[config.mk]
export PLATFORM = sky130hd
export DESIGN_NAME = exc_source
export DESIGN_NICKNAME = d
export VERILOG_FILES = /design/src/rtl/exc_source.sv
export SDC_FILE = /design/constraint.sdc
export NUM_CORES = 1
export LEC_CHECK = 0
export ABC_AREA = 1
export CAP_MARGIN = 20
export CORE_MARGIN = 2
export CORE_UTILIZATION = 59
export CTS_CLUSTER_SIZE = 30
export DETAILED_ROUTE_END_ITERATION = 10
export PLACE_DENSITY_LB_ADDON = 0.05
export SLEW_MARGIN = 25
export SYNTH_ARGS = -nofsm -noshare
export SYNTH_HDL_FRONTEND = slang
export SYNTH_SLANG_ARGS = --single-unit
[constraint.sdc]
create_clock -name clk -period 3.85 [get_ports clk]
set_input_delay 0.385 -clock clk [delete_from_list [all_inputs] [get_ports clk]]
set_output_delay 0.385 -clock clk [all_outputs]
set_load 0.03 [all_outputs]
[src/rtl/exc_source.sv]
// Exception-source stage: IRQ synchronizer, auto-reload timer, sticky pending bits,
// fixed-priority dispatch (irq > invalid > timer) with Exc/EStatus hand-off and lost-event count.
module exc_source #(
  parameter int TIMER_W = 16,
  parameter int LOST_W  = 8
) (
  input  logic               clk,
  input  logic               reset,
  input  logic               ExtIRQ,
  input  logic               InvalidOp,
  input  logic               TimerLoad,
  input  logic [TIMER_W-1:0] TimerValue,
  input  logic               ExcAck,
  input  logic               ERet,
  output logic               Exc,
  output logic [3:0]         EStatus,
  output logic [2:0]         Pending,
  output logic [LOST_W-1:0]  LostCount
);

  typedef enum logic [1:0] {S_IDLE, S_PENDING, S_HANDLER} state_t;

  localparam logic [3:0] CODE_IRQ = 4'b0001;
  localparam logic [3:0] CODE_INV = 4'b0010;
  localparam logic [3:0] CODE_TMR = 4'b0011;

  state_t             state_q, state_d;
  logic               sync1_q, sync2_q, sync3_q;
  logic [TIMER_W-1:0] cnt_q, cnt_d;
  logic [TIMER_W-1:0] reload_q, reload_d;
  logic [2:0]         pend_q, pend_d;
  logic [2:0]         evt, clr;
  logic [LOST_W-1:0]  lost_q, lost_d;
  logic               exc_q, exc_d;
  logic [3:0]         estatus_q, estatus_d;
  logic               irq_evt, tmr_evt;

  assign irq_evt = sync2_q & ~sync3_q;
  // A load in the expiry cycle takes precedence and suppresses the event.
  assign tmr_evt = ~TimerLoad & (reload_q != '0) & (cnt_q == TIMER_W'(1));
  assign evt     = {tmr_evt, InvalidOp, irq_evt};

  always_comb begin
    reload_d = reload_q;
    cnt_d    = cnt_q;
    if (TimerLoad) begin
      reload_d = TimerValue;
      cnt_d    = TimerValue;
    end else if (reload_q != '0) begin
      if (cnt_q == TIMER_W'(1)) cnt_d = reload_q;
      else                      cnt_d = cnt_q - TIMER_W'(1);
    end
  end

  // A bit being cleared by dispatch this cycle still counts as set, so a
  // coincident event on it is lost rather than re-latched.
  always_comb begin
    pend_d = (pend_q & ~clr) | (evt & ~pend_q);
    lost_d = lost_q;
    if (|(evt & pend_q) && (lost_q != '1)) lost_d = lost_q + LOST_W'(1);
  end

  always_comb begin
    state_d = state_q;
    case (state_q)
      S_IDLE:    if (pend_q != 3'b000) state_d = S_PENDING;
      S_PENDING: if (ExcAck)           state_d = S_HANDLER;
      S_HANDLER: if (ERet)             state_d = S_IDLE;
      default:                         state_d = S_IDLE;
    endcase
  end

  always_comb begin
    clr       = 3'b000;
    exc_d     = exc_q;
    estatus_d = estatus_q;
    case (state_q)
      S_IDLE: begin
        if (pend_q[0]) begin
          clr       = 3'b001;
          estatus_d = CODE_IRQ;
          exc_d     = 1'b1;
        end else if (pend_q[1]) begin
          clr       = 3'b010;
          estatus_d = CODE_INV;
          exc_d     = 1'b1;
        end else if (pend_q[2]) begin
          clr       = 3'b100;
          estatus_d = CODE_TMR;
          exc_d     = 1'b1;
        end
      end
      S_PENDING: if (ExcAck) exc_d = 1'b0;
      S_HANDLER: if (ERet)   estatus_d = 4'b0000;
      default: begin
        exc_d     = 1'b0;
        estatus_d = 4'b0000;
      end
    endcase
  end

  always_ff @(posedge clk or posedge reset) begin
    if (reset) begin
      state_q   <= S_IDLE;
      sync1_q   <= 1'b0;
      sync2_q   <= 1'b0;
      sync3_q   <= 1'b0;
      cnt_q     <= '0;
      reload_q  <= '0;
      pend_q    <= 3'b000;
      lost_q    <= '0;
      exc_q     <= 1'b0;
      estatus_q <= 4'b0000;
    end else begin
      state_q   <= state_d;
      sync1_q   <= ExtIRQ;
      sync2_q   <= sync1_q;
      sync3_q   <= sync2_q;
      cnt_q     <= cnt_d;
      reload_q  <= reload_d;
      pend_q    <= pend_d;
      lost_q    <= lost_d;
      exc_q     <= exc_d;
      estatus_q <= estatus_d;
    end
  end

  assign Exc       = exc_q;
  assign EStatus   = estatus_q;
  assign Pending   = pend_q;
  assign LostCount = lost_q;

endmodule

* Yosys cells after proc, flatten, opt, wreduce, memory -nomap -nowiden *
Index checks and enable logic that the tools add are counted.

word-level totals
  register bits after elaboration = 53
  word-level logic and storage cells = 63
  output and inout port bits = 16
  input bits = 23

operators by class
  add/subtract/negate cells = 2
  equal/unequal tests = 8
  multiplexer cells = 21
  bitwise operators = 13
  reduce and logical (&&, ||, !) cells = 9

operators with widths
  cell                     number
  $mux W16                 3
  $eq A16 B1 Y1 const B    1
  $mux W4                  4
  $reduce_bool A16 Y1      1
  $sub A16 B1 Y16 const B  1
  $mux W3                  4
  $pmux W4 S3              1
  $and A3 B3 Y3            3
  $reduce_and A3 Y1        3
  $add A8 B1 Y8 const B    1
  $ne A8 B8 Y1 const B     1
  $mux W2                  3
  $ne A2 B2 Y1 const B     3
  $not A3 Y3               2
  $pmux W2 S3              1
  $mux W1                  4
  $ne A4 B4 Y1 const B     1
  $not A1 Y1               4
  $and A1 B1 Y1            3
  $or A3 B3 Y3             1
  $pmux W1 S3              1
  $reduce_bool A3 Y1       1
  $reduce_or A3 Y1         1
  $eq A2 B1 Y1 const B     1
  other kinds (4)          4

* Depth between registers and ports, before layout *
Gate-level depths: netlist of the first run.

  word-level depth = 7
  depth in mapped cells = 11
  gate-level depth less buffers = 11

* Worst setup path after synthesis of the first run *
OpenSTA, ideal clock, no wires.

  path kind = register to register
  from = register lost_q[0] (netlist: LostCount[0])
  to = register lost_q[6] (netlist: LostCount[6])
  path slack = 2261 ps
  clock period less this slack = 1589 ps
  cell stages (with the launch flop) = 8
  setup time = 65 ps
  arrival = 1523 ps
  cell sequence = dfrtp_1 -> ha_1 -> nand3_1 -> nor2_1 -> nand3_2 -> nand2_4 -> nand2_1 -> nand2_1

on the way
  word-level cells in the longest chain between the ends = 2
  elaborated cells between the ends (all ways) = 3
  classes of those cells = add/sub (1); eq/ne (1); reduce/logical (1)

RTL lines
  what                                                   line  source
  start, declared                                        33    logic [LOST_W-1:0] lost_q, lost_d;
  start signal, assigned                                 122   lost_q <= lost_d;
  branches (longest 2 deep; another with $add A8 B1 Y8)  -

Parallel ways; which one is timed is not known.
A chain may end at the register's enable or synchronous reset.

* Final worst setup path of the first run *
  from = input port TimerLoad
  to = register cnt_q[1]

on the way
  word-level cells in the longest chain between the ends = 1
  elaborated cells between the ends (all ways) = 2
  classes of those cells = mux (1); reduce/logical (1)

RTL lines
  what                                                   line  source
  start, declared                                        11    input logic TimerLoad,
  $mux W16 / $reduce_bool A2 Y1 (equally long branches)  -
  end signal, assigned                                   119   cnt_q <= cnt_d;
  end, declared                                          29    logic [TIMER_W-1:0] cnt_q, cnt_d;

Parallel ways exist; a longest one is shown, timed or not.

==> results.yml, run 1 <==
placed_design:
  dpl_worst_slack_ns: 1.44
  hpwl_um: 4560
  port_buffers: 36
  placed_area_um2: 3340
  gp_congestion: 0.880
routing:
  route.antenna.remaining_nets: 0
  route.detailed.drc: 0
  via_per_inst: 5.19
  drt_wl_total_um: 6400
  detail_route.wl_per_cell_um: 12.7
  drtIter0Drc: 222
  vias: 2627
  first_pass_iters: 4
timing:
  fin_hold_ws_ns: 0.355
  fin_ws_ns: 1.74
  slew_viol_final: 0
  max_slew_margin: 0.578
  clock.fmax_mhz: 473
  fin_crit_ns: 2.11
  hold_violations: 0
  worstMarginPinSlew_ns: 0.634
  fin_crit_sh: 0.549
  tns_ns: 0
  rsz0062_at_grt: "no"
  finClkSkew_ns: 0.00650
  finalSetupViolCount: 0
cts:
  hold_buffers: 0
  root_buffer: "clkbuf_8"
  cts_resized: 0
  clk_pin_slew_ns: 0.09
  clock-sinks: 51
  cts_tree: "yes"
  clk_path_buf_depth: 2
  postCtsSetupBuffers: 0
  cts_max_level: 2
  cts_made_buffers: 5
  worst_skew_pair.late_latency_ns: 0.30
die:
  die_h_um: 74.7
  fp-row-count: 25
  coreArea_um2: 4790
  dieArea_um2: 5590
  io_pins: 39
  start_util: 0.617
  fp.dieW_um: 74.7
global_routing:
  grt-ovfl-total: 0
  antenna_found_initial: 0
  grt_pass1_vias: 2443
  grt_pass1_wl_um: 11000
  grt_usage: 0.253
  grt_max_degree: 52
layout:
  multi_input_comb_area_um2: 1430
  nNetsFinal: 465
  fill_cells: 425
  drive_gt1_frac: 0.0797
  utilization: 0.716
  area_growth_pct: 16.1
  design_area_um2: 3430
  final-seq-area_um2: 1280
  antenna_cells: 0
outcome:
  status: "completed"
critical_path:
  arrival_ns: 2.30
  worst_setup_path_start_kind: "input pin"
  crit_path_end_kind: "flip-flop"
  crit_type: "input pin to flip-flop"
  critPathMaxFanout: 36
  required_ns: 4.03
synthesis:
  ys_seq_area_frac: 0.432
  syn_area_per_cell_um2: 7.29
  synth_edf_count: 0
  ys_warn_count: 0
  synthesis.area_um2: 2950
  synthTopCellsByArea: "dfrtp_1, nand2_1, nor2_1, nand3_1, inv_1"
  yosysUniqueCellTypes: 29
  synth.top_cells.by_count: "nand2_1, dfrtp_1, nor2_1, inv_1, nand3_1"
  ys.flop_type: "dfrtp_1"
  async_reset_ff_frac: 1.00
  yosysMostFrequentCell: "nand2_1"
  synth_seq_cells: 51
  synth_top_cell_by_area: "dfrtp_1"
  synth_top_area_frac: 0.432
  synth_cells: 405
run:
  cap_violations: 0
pwr:
  p_leak_nw: 1.75
  vdd_drop_max_mv: 0.387
  p_per_area_nw_per_um2: 491
hold_path:
  holdCritPathClass: "flip-flop to flip-flop"
state kept, by name, summed over array words and instances, names as in the netlist:
register / flops
cnt_q: 16
reload_q: 16
LostCount: 8
Pending: 3
EStatus: 2
state_q: 2
Exc: 1
sync1_q: 1
sync2_q: 1
sync3_q: 1
power by group:
part           switching, mW  total [mW]  leakage [nW]  internal [mW]
clock network          0.169       0.310        0.0470          0.141
registers              0.106       0.748         0.623          0.642
logic                  0.377       0.624          1.08          0.247
cells in the final DEF (no fill, tap or decap):
| cell type | synthesis | final |
|---|---|---|
| nand3_1 | 36 | 36 |
| inv_4 | 0 | 1 |
| nand2_4 | 4 | 4 |
| nand2_1 | 120 | 120 |
| buf_4 | 4 | 2 |
| o21ai_2 | 1 | 1 |
| dfrtp_1 | 51 | 51 |
| inv_2 | 5 | 5 |
| xor2_1 | 6 | 6 |
| o21ai_1 | 5 | 5 |
| a22oi_1 | 1 | 1 |
| clkinv_2 | 0 | 1 |
| clkdlybuf4s50_1 | 0 | 36 |
| clkbuf_8 | 0 | 6 |
| nand3b_1 | 1 | 1 |
| nand3_2 | 4 | 4 |
| nor3_1 | 3 | 3 |
| a21oi_2 | 1 | 1 |
| inv_1 | 40 | 39 |
| and3_1 | 1 | 1 |
| nand2_2 | 2 | 2 |
| a21oi_1 | 12 | 12 |
| nor2_4 | 4 | 4 |
| xnor2_1 | 4 | 4 |
| nand4_1 | 6 | 6 |
| o21ai_0 | 27 | 27 |
| nor2_2 | 4 | 4 |
| conb_1 | 1 | 2 |
| ha_1 | 3 | 3 |
| nor2_1 | 51 | 51 |
logic make-up after synthesis:
family	after synthesis	share of synthesized area
fa+ha+maj	3	0.0127
xor+xnor	10	0.0297
compound gates	47	0.0831
simple gates	236	0.358
buf+inv	57	0.0835
flops	51	0.432
other cells	1	0.00127
layout make-up:
class                           count  share of cell area
Timing Repair Buffer               38               0.109
Inverter                           45              0.0500
Clock buffer                        6              0.0241
Sequential cell                    51               0.372
Clock inverter                      1             0.00146
Multi-Input combinational cell    298               0.418
Tap cell                           67              0.0245
path summary, 6_finish.rpt:
| kind | startpoint | endpoint | slack (ns) | cells after the start |
|---|---|---|---|---|
| worst min register to register | sync1_q | sync2_q | 0.35 | 0 |
| worst max-delay path | TimerLoad | cnt_q[1] | 1.74 | 8 |
| worst max register to register | reload_q[9] | cnt_q[1] | 2.01 | 8 |
| min in group asynchronous | reset | Pending[1] | 0.52 | 2 |
| max in group asynchronous | reset | cnt_q[1] | 2.91 | 2 |
| worst min-delay path | sync1_q | sync2_q | 0.35 | 0 |
metal layers:
metal / share of wire / global-route usage / vias to the layer above / wire length (um)
met3: 0.047 / 0.0388 / 11 / 304
met1: 0.46 / 0.350 / 1204 / 2970
li1: - / - / 1343 / -
met2: 0.47 / 0.401 / 69 / 3010
met4: 0.019 / 0.101 / 0 / 121
met5: 0 / 0 / - / 0
critical path: stages:
cell and delay, ns:
clkdlybuf4s50_1 0.45, buf_4 0.31, inv_2 0.20, nand3_1 0.37, buf_4 0.31, inv_1 0.11
nand2_1 0.07, nand3_1 0.07
stage by stage:
stage	power, mW	cells
after CTS	1.70	506
after global placement	1.36	499
after global routing	1.80	506
final	1.68	506
after detailed placement	1.38	499
after floorplan	1.16	406
No activity file was read; power rests on OpenSTA's default activity.
==> run 2, diff against run 1 <==
--- a/config.mk
+++ b/config.mk
@@ -8,7 +8,7 @@
 export ABC_AREA = 1
 export CAP_MARGIN = 20
 export CORE_MARGIN = 2
-export CORE_UTILIZATION = 59
+export CORE_UTILIZATION = 55
 export CTS_CLUSTER_SIZE = 30
 export DETAILED_ROUTE_END_ITERATION = 10
 export PLACE_DENSITY_LB_ADDON = 0.05
==> constraint.sdc (replaced) <==
create_clock -name clk -period 2.07 [get_ports clk]
set_input_delay 0.207 -clock clk [delete_from_list [all_inputs] [get_ports clk]]
set_output_delay 0.207 -clock clk [all_outputs]
set_load 0.03 [all_outputs]
==> run 2 against run 1 <==
Net effect: utilization is 4.3 points lower; first-iteration DRC count shrank 6.8%; via count increased by 0.69%; largest power group unchanged; highest routed layer unchanged; sequential share of layout area shrank 0.35 points; global-route usage down 2.3 points.
==> results.yml, run 2 (synthesis results as in run 1) <==
timing:
  tns_ns: 0
  finClkSkew_ns: 0.00503
  hold_violations: 0
  fin_crit_ns: 1.76
  fin_crit_sh: 0.851
  rsz0062_at_grt: "no"
  clock.fmax_mhz: 568
  slew_viol_final: 0
  finalSetupViolCount: 0
global_routing:
  grt-ovfl-total: 0
  globalRoute.busiestLayer: "met2"
  grt_pass1_wl_um: 11200
  grtUsageMet3: 0.0400
  antenna_found_initial: 0
  grt_max_degree: 52
  grt_use_met1: 0.327
  grtUsageMet2: 0.370
  grt_pass1_vias: 2444
  grt_usage: 0.230
cts:
  cts_tree: "yes"
  worst_skew_pair.late_latency_ns: 0.31
  clk_pin_slew_ns: 0.10
  clk_path_buf_depth: 2
  hold_buffers: 0
  cts_made_buffers: 5
  cts_max_level: 2
  cts_resized: 0
  postCtsSetupBuffers: 0
  root_buffer: "clkbuf_8"
  clock-sinks: 51
critical_path:
  required_ns: 2.28
  worst_setup_path_start_kind: "flip-flop"
  arrival_ns: 1.97
  crit_type: "flip-flop to flip-flop"
  critPathMaxFanout: 6
  r2r_slack_ns: 0.31
  crit_path_end_kind: "flip-flop"
pwr:
  total_power_mw: 3.17
  p_per_area_nw_per_um2: 915
  p_leak_nw: 1.76
  vdd_drop_max_mv: 0.627
layout:
  final_common_cell: "nand2_1"
  drive_gt1_frac: 0.0839
  final-seq-area_um2: 1280
  nNetsFinal: 466
  fill_cells: 482
  antenna_cells: 0
  final_cell_mix: "nand2_1, dfrtp_1, nor2_1"
  multi_input_comb_area_um2: 1430
  area_growth_pct: 17.2
hold_path:
  holdCritPathClass: "input pin to asynchronous set/reset pin"
run:
  cap_violations: 0
routing:
  route.detailed.drc: 0
  vias: 2645
  first_pass_iters: 4
  route.antenna.remaining_nets: 0
  drtIter0Drc: 207
  detail_route.wl_per_cell_um: 12.4
  drt_wl_total_um: 6360
  via_per_inst: 5.18
placed_design:
  port_buffers: 36
  hpwl_um: 4570
  gp_congestion: 0.870
die:
  dieArea_um2: 5970
  die_h_um: 77.3
  fp.dieW_um: 77.3
  io_pins: 39
  start_util: 0.574
  coreArea_um2: 5140
  fp-row-count: 26
outcome:
  status: "completed"
[run 2: worst max-delay path, cell delays in order (launching register included)]
cell     delay (ns)
dfrtp_1        0.42
inv_1          0.12
ha_1           0.22
nand3_2        0.13
nor2_1         0.34
nand2_1        0.10
nand2_1        0.07
nand3_1        0.07
a21oi_1        0.15
nor2_1         0.05
[run 2: layout make-up]
| class | count | area share |
|---|---|---|
| clock buffers | 6 | 0.0239 |
| clock inverters | 2 | 0.00470 |
| inverters | 45 | 0.0488 |
| multi-input cells | 298 | 0.414 |
| flip-flops and latches | 51 | 0.369 |
| well taps | 70 | 0.0253 |
| repair buffers | 39 | 0.114 |
[run 2: final timing paths]
| check | startpoint | cells past startpoint | endpoint |
|---|---|---|---|
| worst max-delay path | cnt_q[0] | 9 | cnt_q[12] |
| worst max register to register | cnt_q[0] | 9 | cnt_q[12] |
| worst min register to register | sync1_q | 0 | sync2_q |
| min in group clk | ExtIRQ | 1 | sync1_q |
| worst min-delay path | reset | 3 | LostCount[7] |
| max in group asynchronous | reset | 3 | cnt_q[8] |
[run 2: metal layers]
layer / wire length (um) / part of all wire
met5: 0 / 0
met4: 55 / 0.0086
met3: 385 / 0.061
met2: 2850 / 0.45
met1: 3070 / 0.48
[run 2: metrics by stage]
| stage | hold slack [ns] | utilization | setup slack (ns) | area (um^2) | instances |
|---|---|---|---|---|---|
| after detailed placement | 0.344 | 0.654 | 0.328 | 3360 | 503 |
| after global placement | 0.337 | 0.654 | 0.376 | 3360 | 503 |
| final | 0.255 | 0.673 | 0.308 | 3460 | 511 |
| after CTS | 0.255 | 0.673 | 0.314 | 3460 | 511 |
| after global routing | 0.295 | 0.673 | 0.147 | 3460 | 511 |
| after floorplan | 0.238 | - | 0.481 | 2960 | 406 |
[run 2: report_power, final]
group	internal, mW	leakage, nW	total (mW)	switching [mW]
clock network	0.274	0.0474	0.619	0.345
registers	1.19	0.623	1.39	0.195
logic	0.463	1.09	1.16	0.695
total	1.93	1.76	3.17	1.24
==> run 3, diff against run 2 <==
--- a/config.mk
+++ b/config.mk
@@ -11,6 +11,7 @@
 export CORE_UTILIZATION = 55
 export CTS_CLUSTER_SIZE = 30
 export DETAILED_ROUTE_END_ITERATION = 10
+export GPL_TIMING_DRIVEN = 0
 export PLACE_DENSITY_LB_ADDON = 0.05
 export SLEW_MARGIN = 25
 export SYNTH_ARGS = -nofsm -noshare
==> run 3 against run 2 <==
Net effect: register-to-register slack worse by 0.03 ns; global-route usage up 0.66 points; final cell count is 1.6% higher; die area did not move; sequential power about the same; utilization increased by 0.61 points; clock power shrank 2%; via count rose by 0.60%; maximum frequency is 1.5% lower; combinational power is essentially flat; count of clock-buffer cells in the layout is 1 higher; clock skew is 0.0016 ns higher.
==> results.yml, run 3 (synthesis results as in run 1) <==
outcome:
  status: "completed"
cts:
  clk_pin_slew_ns: 0.09
  clock-sinks: 51
  worst_skew_pair.late_latency_ns: 0.31
  cts_max_level: 2
  postCtsSetupBuffers: 0
  cts_resized: 0
  cts_tree: "yes"
  cts_made_buffers: 5
  root_buffer: "clkbuf_8"
  hold_buffers: 0
  clk_path_buf_depth: 2
routing:
  via_per_inst: 5.13
  route.detailed.drc: 0
  drtIter0Drc: 170
  route.antenna.remaining_nets: 0
  first_pass_iters: 4
  detail_route.wl_per_cell_um: 12.8
  drt_wl_total_um: 6650
  vias: 2661
pwr:
  p_int_mw: 1.93
  switching_share: 0.390
  pwr-share-seq: 0.438
  vdd_drop_max_mv: 0.757
  p_leak_nw: 1.78
  p_clk_frac: 0.191
  comb_power_share: 0.371
  power_switching_mw: 1.23
  p_per_area_nw_per_um2: 907
  total_power_mw: 3.17
die:
  dieArea_um2: 5970
  io_pins: 39
  start_util: 0.574
  fp-row-count: 26
  fp.dieW_um: 77.3
  die_h_um: 77.3
  coreArea_um2: 5140
placed_design:
  dpl_worst_slack_ns: 0.324
  placed_area_um2: 3400
  placed_cells: 511
  port_buffers: 35
  hpwl_um: 4940
  gp_congestion: 0.892
layout:
  design_area_um2: 3490
  area_growth_pct: 18.3
  nNetsFinal: 474
  utilization: 0.679
  antenna_cells: 0
  drive_gt1_frac: 0.0958
  fin_cells: 519
  final_common_cell: "nand2_1"
  final_cell_mix: "nand2_1, dfrtp_1, nor2_1"
timing:
  max_slew_margin: 0.589
  finClkSkew_ns: 0.00658
  worstMarginPinSlew_ns: 0.616
  fin_ws_ns: 0.282
  fin_crit_sh: 0.864
  tns_ns: 0
  fin_hold_ws_ns: 0.254
  clock.fmax_mhz: 559
  slew_viol_final: 0
  hold_violations: 0
  finalSetupViolCount: 0
  fin_crit_ns: 1.79
  rsz0062_at_grt: "no"
global_routing:
  grt_pass1_wl_um: 11400
  grt_max_degree: 52
  grt_usage: 0.236
  antenna_found_initial: 0
  grt-ovfl-total: 0
  grt_pass1_vias: 2542
critical_path:
  r2r_slack_ns: 0.28
  worst_setup_path_start_kind: "flip-flop"
  critPathMaxFanout: 6
  crit_path_end_kind: "flip-flop"
  required_ns: 2.27
  crit_type: "flip-flop to flip-flop"
  arrival_ns: 1.99
hold_path:
  holdCritPathClass: "input pin to flip-flop"
run:
  cap_violations: 0
## run 3: final cells by class
cell class	count	area, um^2
plain buffers	12	77.6
clock buffers	7	86.3
clock inverters	1	8.76
fillers	486	1650
inverters	45	171
multi-input cells	298	1430
flip-flops and latches	51	1280
well taps	70	87.6
repair buffers	35	350
## run 3: per-layer routing
| metal | track usage | share of wire | vias to the layer above |
|---|---|---|---|
| li1 | - | - | 1360 |
| met1 | 0.327 | 0.47 | 1225 |
| met2 | 0.370 | 0.46 | 63 |
| met3 | 0.0482 | 0.059 | 13 |
| met4 | 0.0786 | 0.016 | 0 |
| met5 | 0 | 0 | - |
## run 3: worst max-delay path, stage by stage, from the launching register on
cell     delay (ns)
dfrtp_1        0.42
inv_1          0.11
ha_1           0.21
nand3_2        0.14
nor2_1         0.34
nand2_1        0.09
nand2_1        0.07
nand3_1        0.09
a21oi_1        0.16
nor2_1         0.05
## run 3: worst paths after layout
| kind | from | to | depth (start not counted) |
|---|---|---|---|
| worst max-delay path | cnt_q[0] | cnt_q[12] | 9 |
| worst min-delay path | TimerLoad | reload_q[7] | 3 |
| worst max register to register | cnt_q[0] | cnt_q[12] | 9 |
| worst min register to register | sync1_q | sync2_q | 0 |
| max in group asynchronous | reset | EStatus[1] | 2 |
| min in group asynchronous | reset | LostCount[3] | 2 |
## run 3: power by group through the flow
stage | logic (mW) | registers, mW | clock network, mW
2_1_floorplan | 0.596 | 1.57 | 0
3_3_place_gp | 1.14 | 1.40 | 0
3_5_place_dp | 1.17 | 1.41 | 0
4_1_cts | 1.18 | 1.39 | 0.622
5_1_grt | 1.31 | 1.42 | 0.672
6_report | 1.17 | 1.39 | 0.606
